### src/rtl/mcpu_pkg.sv
// Shared definitions for the byte-stream accumulator core.
// Register indices, ALU ops, test conditions and sequencer states.
package mcpu_pkg;

    localparam logic [3:0] R_PC    = 4'd0;
    localparam logic [3:0] R_ADDR  = 4'd1;
    localparam logic [3:0] R_RAM   = 4'd2;
    localparam logic [3:0] R_A     = 4'd3;
    localparam logic [3:0] R_B     = 4'd4;
    localparam logic [3:0] R_ALU   = 4'd5;
    localparam logic [3:0] R_I     = 4'd6;
    localparam logic [3:0] R_J     = 4'd7;
    localparam logic [3:0] R_K     = 4'd8;
    localparam logic [3:0] R_X     = 4'd9;
    localparam logic [3:0] R_Y     = 4'd10;
    localparam logic [3:0] R_SENSE = 4'd11;

    localparam logic [3:0] OP_A   = 4'd0;
    localparam logic [3:0] OP_B   = 4'd1;
    localparam logic [3:0] OP_ADD = 4'd2;
    localparam logic [3:0] OP_SUB = 4'd3;
    localparam logic [3:0] OP_AND = 4'd4;
    localparam logic [3:0] OP_OR  = 4'd5;
    localparam logic [3:0] OP_XOR = 4'd6;
    localparam logic [3:0] OP_NOT = 4'd7;
    localparam logic [3:0] OP_SHL = 4'd8;
    localparam logic [3:0] OP_SHR = 4'd9;
    localparam logic [3:0] OP_INC = 4'd10;
    localparam logic [3:0] OP_DEC = 4'd11;
    localparam logic [3:0] OP_NEG = 4'd12;
    localparam logic [3:0] OP_MUL = 4'd13;

    localparam logic [3:0] C_EQ    = 4'd0;
    localparam logic [3:0] C_NE    = 4'd1;
    localparam logic [3:0] C_LTU   = 4'd2;
    localparam logic [3:0] C_GTU   = 4'd3;
    localparam logic [3:0] C_LTS   = 4'd4;
    localparam logic [3:0] C_AZ    = 4'd5;
    localparam logic [3:0] C_SENSE = 4'd6;
    localparam logic [3:0] C_ALUZ  = 4'd7;
    localparam logic [3:0] C_TRUE  = 4'd8;

    typedef enum logic [2:0] {
        S_FETCH,
        S_ALUI,
        S_MOVA,
        S_IMM0,
        S_IMM1,
        S_IMM2,
        S_IMM3,
        S_HALT
    } state_t;

    function automatic logic [31:0] sext8(input logic [7:0] v);
        return {{24{v[7]}}, v};
    endfunction

endpackage

### src/rtl/mcpu_alu.sv
// Combinational ALU operation and test-condition evaluation.
// Define MCPU_CORE_MUL_EN to give op 13 a 32-bit multiplier.
module mcpu_alu
    import mcpu_pkg::*;
(
    input  logic [31:0] a,
    input  logic [31:0] b,
    input  logic [31:0] alu,
    input  logic [3:0]  op,
    input  logic [3:0]  cond,
    input  logic        sense,
    output logic [31:0] y,
    output logic        flag
);

    always_comb begin
        y = 32'd0;
        unique case (op)
            OP_A:   y = a;
            OP_B:   y = b;
            OP_ADD: y = a + b;
            OP_SUB: y = a - b;
            OP_AND: y = a & b;
            OP_OR:  y = a | b;
            OP_XOR: y = a ^ b;
            OP_NOT: y = ~a;
            OP_SHL: y = a << b[4:0];
            OP_SHR: y = a >> b[4:0];
            OP_INC: y = a + 32'd1;
            OP_DEC: y = a - 32'd1;
            OP_NEG: y = 32'd0 - a;
`ifdef MCPU_CORE_MUL_EN
            OP_MUL: y = a * b;
`endif
            default: y = 32'd0;
        endcase
    end

    always_comb begin
        flag = 1'b0;
        unique case (cond)
            C_EQ:    flag = (a == b);
            C_NE:    flag = (a != b);
            C_LTU:   flag = (a < b);
            C_GTU:   flag = (a > b);
            C_LTS:   flag = ($signed(a) < $signed(b));
            C_AZ:    flag = (a == 32'd0);
            C_SENSE: flag = sense;
            C_ALUZ:  flag = (alu == 32'd0);
            C_TRUE:  flag = 1'b1;
            default: flag = 1'b0;
        endcase
    end

endmodule

### src/rtl/mcpu_core.sv
// Byte-stream accumulator CPU: one ROM byte per clock, 32-bit regs.
// Optional multiplier for ALU op 13 via MCPU_CORE_MUL_EN.
module mcpu_core
    import mcpu_pkg::*;
(
    input  logic        clk,
    input  logic        reset,
    input  logic        sense,
    input  logic [7:0]  rom_value,
    output logic [31:0] rom_addr,
    output logic [31:0] ram_addr,
    input  logic [31:0] ram_in,
    output logic [31:0] ram_out,
    output logic        ram_we,
    input  logic [31:0] x,
    input  logic [31:0] y,
    output logic [31:0] i,
    output logic [31:0] j,
    output logic [31:0] k
);

    state_t      state, state_n;
    logic [31:0] pc, addr, ra, rb, ralu;
    logic [31:0] ri, rj, rk;
    logic        flag;
    logic        cnd_q;
    logic [3:0]  sub_q;
    logic [23:0] imm_q;

    logic        pc_adv, wr_en, alu_we, flag_we;
    logic        op_ld, imm_ld;
    logic [3:0]  wr_idx, alu_op;
    logic [31:0] wr_data, alu_b, src_val, alu_y;
    logic        cond_y;

    mcpu_alu u_alu (
        .a     (ra),
        .b     (alu_b),
        .alu   (ralu),
        .op    (alu_op),
        .cond  (rom_value[3:0]),
        .sense (sense),
        .y     (alu_y),
        .flag  (cond_y)
    );

    // PC reads as the address of the instruction after this one
    always_comb begin
        src_val = 32'd0;
        unique case (rom_value[7:4])
            R_PC:    src_val = pc + 32'd1;
            R_ADDR:  src_val = addr;
            R_RAM:   src_val = ram_in;
            R_A:     src_val = ra;
            R_B:     src_val = rb;
            R_ALU:   src_val = ralu;
            R_I:     src_val = ri;
            R_J:     src_val = rj;
            R_K:     src_val = rk;
            R_X:     src_val = x;
            R_Y:     src_val = y;
            R_SENSE: src_val = {31'd0, sense};
            default: src_val = 32'd0;
        endcase
    end

    always_comb begin
        state_n = state;
        pc_adv  = 1'b1;
        wr_en   = 1'b0;
        wr_idx  = sub_q;
        wr_data = 32'd0;
        alu_we  = 1'b0;
        flag_we = 1'b0;
        alu_op  = sub_q;
        alu_b   = rb;
        op_ld   = 1'b0;
        imm_ld  = 1'b0;
        unique case (state)
            S_FETCH: begin
                op_ld = 1'b1;
                unique case (1'b1)
                    (rom_value == 8'h01):
                        state_n = S_HALT;
                    (rom_value[7:4] == 4'h1):
                        flag_we = 1'b1;
                    (rom_value[7:5] == 3'b010): begin
                        alu_we = 1'b1;
                        alu_op = rom_value[3:0];
                    end
                    (rom_value[7:5] == 3'b011):
                        state_n = S_ALUI;
                    (rom_value[7:6] == 2'b10 && rom_value[4:0] == 5'd0):
                        state_n = S_MOVA;
                    (rom_value[7:6] == 2'b11 && !rom_value[4]):
                        state_n = S_IMM0;
                    default: ;
                endcase
            end
            S_ALUI: begin
                alu_we  = 1'b1;
                alu_b   = sext8(rom_value);
                state_n = S_FETCH;
            end
            S_MOVA: begin
                wr_en   = !cnd_q || flag;
                wr_idx  = rom_value[3:0];
                wr_data = src_val;
                state_n = S_FETCH;
            end
            S_IMM0: begin
                imm_ld  = 1'b1;
                state_n = S_IMM1;
            end
            S_IMM1: begin
                imm_ld  = 1'b1;
                state_n = S_IMM2;
            end
            S_IMM2: begin
                imm_ld  = 1'b1;
                state_n = S_IMM3;
            end
            S_IMM3: begin
                wr_en   = !cnd_q || flag;
                wr_data = {rom_value, imm_q};
                state_n = S_FETCH;
            end
            S_HALT: pc_adv = 1'b0;
            default: state_n = S_FETCH;
        endcase
    end

    always_ff @(posedge clk or negedge reset) begin
        if (!reset) begin
            state <= S_FETCH;
            pc    <= 32'd0;
            addr  <= 32'd0;
            ra    <= 32'd0;
            rb    <= 32'd0;
            ralu  <= 32'd0;
            ri    <= 32'd0;
            rj    <= 32'd0;
            rk    <= 32'd0;
            flag  <= 1'b0;
            cnd_q <= 1'b0;
            sub_q <= 4'd0;
            imm_q <= 24'd0;
        end else begin
            state <= state_n;
            if (wr_en && wr_idx == R_PC)
                pc <= wr_data;
            else if (pc_adv)
                pc <= pc + 32'd1;
            if (op_ld) begin
                cnd_q <= rom_value[5];
                sub_q <= rom_value[3:0];
            end
            // immediate bytes arrive LSB first; shift in from the top
            if (imm_ld)
                imm_q <= {rom_value, imm_q[23:8]};
            if (alu_we)
                ralu <= alu_y;
            if (flag_we)
                flag <= cond_y;
            if (wr_en) begin
                if (wr_idx == R_ADDR) addr <= wr_data;
                if (wr_idx == R_A)    ra   <= wr_data;
                if (wr_idx == R_B)    rb   <= wr_data;
                if (wr_idx == R_I)    ri   <= wr_data;
                if (wr_idx == R_J)    rj   <= wr_data;
                if (wr_idx == R_K)    rk   <= wr_data;
            end
        end
    end

    assign rom_addr = pc;
    assign ram_addr = addr;
    assign ram_out  = wr_data;
    assign ram_we   = wr_en && (wr_idx == R_RAM);
    assign i        = ri;
    assign j        = rj;
    assign k        = rk;

endmodule

### config.mk
export PLATFORM = sky130hd
export DESIGN_NAME = mcpu_core
export DESIGN_NICKNAME = d
export VERILOG_FILES = /design/src/rtl/mcpu_pkg.sv /design/src/rtl/mcpu_alu.sv /design/src/rtl/mcpu_core.sv
export SDC_FILE = /design/constraint.sdc
export NUM_CORES = 1
export LEC_CHECK = 0
export CAP_MARGIN = 20
export CELL_PAD_IN_SITES_DETAIL_PLACEMENT = 2
export CELL_PAD_IN_SITES_GLOBAL_PLACEMENT = 2
export CORE_MARGIN = 2
export CORE_UTILIZATION = 37
export CTS_CLUSTER_SIZE = 28
export DETAILED_ROUTE_END_ITERATION = 12
export PLACE_DENSITY_LB_ADDON = 0.1
export SYNTH_ARGS = -nofsm -noshare
export SYNTH_HDL_FRONTEND = slang
export SYNTH_HIERARCHICAL = 1
export SYNTH_SLANG_ARGS = --single-unit
### constraint.sdc
create_clock -name clk -period 9.6 [get_ports clk]
set_clock_uncertainty 0.2 [all_clocks]
set_input_delay 2.4 -clock clk [delete_from_list [all_inputs] [get_ports clk]]
set_output_delay 2.4 -clock clk [all_outputs]
set_load 0.005 [all_outputs]
==> results of run 1 <==
## cell usage after synthesis (22+ instances only)
library cell  number
buf_2             38
nand3_1           57
mux2_2           154
inv_1            131
a211oi_1          36
a22oi_1           82
o22ai_1           40
o221ai_1          35
nor2b_1           29
ha_1             132
nand4_1           30
nand2b_1          29
nand2_1          350
o211ai_1          36
o21ai_0          330
xnor2_1          102
dfrtp_1          289
a221oi_1          46
a21oi_1          208
nor4_1            36
nor3_1            81
nor2_1           256
mux2i_1          109
a21o_1            42
clkbuf_1         179
xor2_1            24
a32oi_1           22
## worst paths after layout
path,start,depth (start not counted),endpoint
min reg2reg,imm_q[4],1,imm_q[4]
min in group asynchronous,reset,1,i[11]
max,rom_value[4],10,ram_out[10]
max reg2reg,state[2],21,ralu[30]
max in group asynchronous,reset,2,ralu[12]
min,imm_q[4],1,imm_q[4]
## layer usage
layer,vias up,GRT usage,share of wire
met2,2310,0.767,0.44
met5,-,0,0.00025
met4,8,0.401,0.10
met3,833,0.110,0.096
li1,12500,-,-
met1,16200,0.565,0.36
## worst max-delay path, delay by kind of cell
| family | cells | cell delay [ns] |
|---|---|---|
| buffers and inverters | 4 | 1.34 |
| AOI/OAI and AO/OA | 4 | 1.78 |
| and+or+nand+nor | 2 | 0.84 |
## power by group
group	switching [W]	internal [W]
registers	0.00000754	0.00122
clock network	0.000618	0.000860
logic	0.000149	0.0000838
total	0.000775	0.00217
## metrics by stage
stage	area, um2	cells	total power, W	setup WS (ns)
after CTS	31800	4456	0.00292	0.828
after global placement	30500	4392	0.00146	0.892
after floorplan	26200	3252	0.00132	1.50
after global routing	31900	4460	0.00297	0.644
after detailed placement	30600	4395	0.00147	0.796
final	31900	4470	0.00294	0.550
## cell families (layout without fill, tap and decap cells)
kind of cell,Yosys count,in the layout,share of synthesized area
flops,289,289,0.276
compound gates,1074,1074,0.267
fa+ha+maj,134,134,0.0646
buf+inv,379,647,0.0579
simple gates,976,976,0.175
other cells,0,10,0
mux,274,274,0.117
xor+xnor,126,126,0.0421
## sequential cells by signal (all words and copies together), names as in the netlist, 4 cells and up
| name | flops |
|---|---|
| sub_q | 4 |
| i | 32 |
| rb | 32 |
| rom_addr | 32 |
| ra | 32 |
| j | 32 |
| k | 32 |
| ralu | 32 |
| imm_q | 24 |
| ram_addr | 32 |
## final cells by class
cell class / count / share of cell area
clock inverters: 11 / 0.00506
clock buffers: 50 / 0.0325
repair buffers: 452 / 0.132
diodes: 10 / 0.000785
flip-flops and latches: 289 / 0.227
well taps: 940 / 0.0369
inverters: 134 / 0.0158
multi-input cells: 2584 / 0.550
==> reports/qor.csv, run 1 <==
stage,metric,value,unit
run_status,status,"complete, no violations",
yosys,synth_top_area_cell,dfrtp_1,
placement,dp_hpwl,138,mm
yosys,syn_area_per_cell,8.05,um2
cells_and_area,most-common-layout-cells,"347 x nand2_1, 328 x o21ai_0, 294 x clkdlybuf4s50_1",
yosys,ys_ff_latch,289,
cells_and_area,syn2layout_area_growth,21.7,%
clocking,cts_resized,0,
clocking,cts_setup_buffers,0,
timing,finalCritPeriodShare,0.943,
worst_setup_path,worst_path_most_repeated_cell,buf_4,
clocking,postCtsHoldBufs,0,
cells_and_area,fillCellCount,7716,
global_route,grt_overflow,0,
timing,setup_tns,0,ns
route,viasPerCell,7.13,
cells_and_area,nets,3737,
die,die_area,72900,um2
job,maxCapViolations,0,
worst_setup_path,worst-setup-path-type,in2out,
worst_setup_path,crit_path_end_kind,primary output,
timing,rsz0062_at_grt,false,
pwr,power.density,92.2,nW/um2
worst_setup_path,worstPathRequired,7.00,ns
worst_setup_path,r2r_slack,1.60,ns
clocking,clk_path_buf_depth,3,
yosys,yosysUniqueCellTypes,92,
yosys,ys_warn_count,6,
clocking,clkSinkCount,289,
clocking,cts-root-buf,clkbuf_16,
worst_setup_path,crit_path_top_delay_cell,a2bb2oi_1,
clocking,cts_buffers,35,
route,drtPass1Iterations,6,
yosys,yosysTopAreaCellShare,0.276,
die,dieWidth,270,um
clocking,htreeDepth,2,
global_route,grt_pass1_vias,33500,
clocking,clk_latency,0.56,ns
worst_setup_path,cp_cell_sequence,buf_4 -> buf_4 -> nand2b_1 -> nor2_1 -> a32oi_1 -> o221ai_1 -> a21oi_1 -> a2bb2oi_1 -> inv_1 -> clkdlybuf4s50_1,
pwr,peakVddDrop,0.129,mV
placement,gp_congestion,1.06,
cells_and_area,multiInputGateArea,17500,um2
timing,tightest_slew,1.20,ns
die,num_rows,97,
worst_setup_path,cp-start-kind,input port,
hold_path,min_path_type,reg2reg,
clocking,cts_tree,yes,
cells_and_area,seqCellArea,7230,um2
global_route,antenna_found_initial,11,
timing,slew_violations,0,
clocking,path_clk_slew,0.06,ns
yosys,synth.cell_area,26200,um2
worst_setup_path,slowest_delay,0.79,ns
yosys,synth_edf_count,0,
pwr,leakage,13.6,nW
yosys,synthCells,3252,
die,die_h,270,um
yosys,yosysSeqAreaShare,0.276,
route,drt-initial-drc-count,3624,
cells_and_area,final_core_util,0.455,
cells_and_area,drive_above_1_share,0.124,
route,routed_wl,184,mm
route,postRouteAntennaNets,0,
yosys,synth_nets,3493,
worst_setup_path,critPathMaxFanout,57,
timing,finalSetupViolations,0,
timing,whs,0.320,ns
global_route,grt_pass1_wl,258,mm
timing,relSlewSlack,0.175,
die,io_pins,300,
route,drc,0,
cells_and_area,mostFrequentLayoutCell,nand2_1,
die,core,70000,um2
placement,portBuffers,299,
yosys,ys_async_sr_fraction,1.00,
global_route,grt_usage,0.486,
global_route,grt_max_degree,78,
yosys,ys.flop_type,dfrtp_1,
timing,hold_violations,0,
timing,fin_crit,9.05,ns
yosys,yosys-top-cells-area,"dfrtp_1 28%, mux2_2 6.6%, ha_1 6.3%, o21ai_0 6.3%, nand2_1 5.0%",
die,initial_core_util,0.374,
route,routedWlPerCell,41.2,um
worst_setup_path,crit_arrival,6.45,ns
route,vias,31900,
timing,fmax,0.111,GHz
Power figures use the tool's default switching activity.
==> inputs of run 2 (changes only) <==
- SKIP_CTS_REPAIR_TIMING: unset -> 1
==> results of run 2 <==
No change in the layout: final DEF, timing and power equal those of run 1.
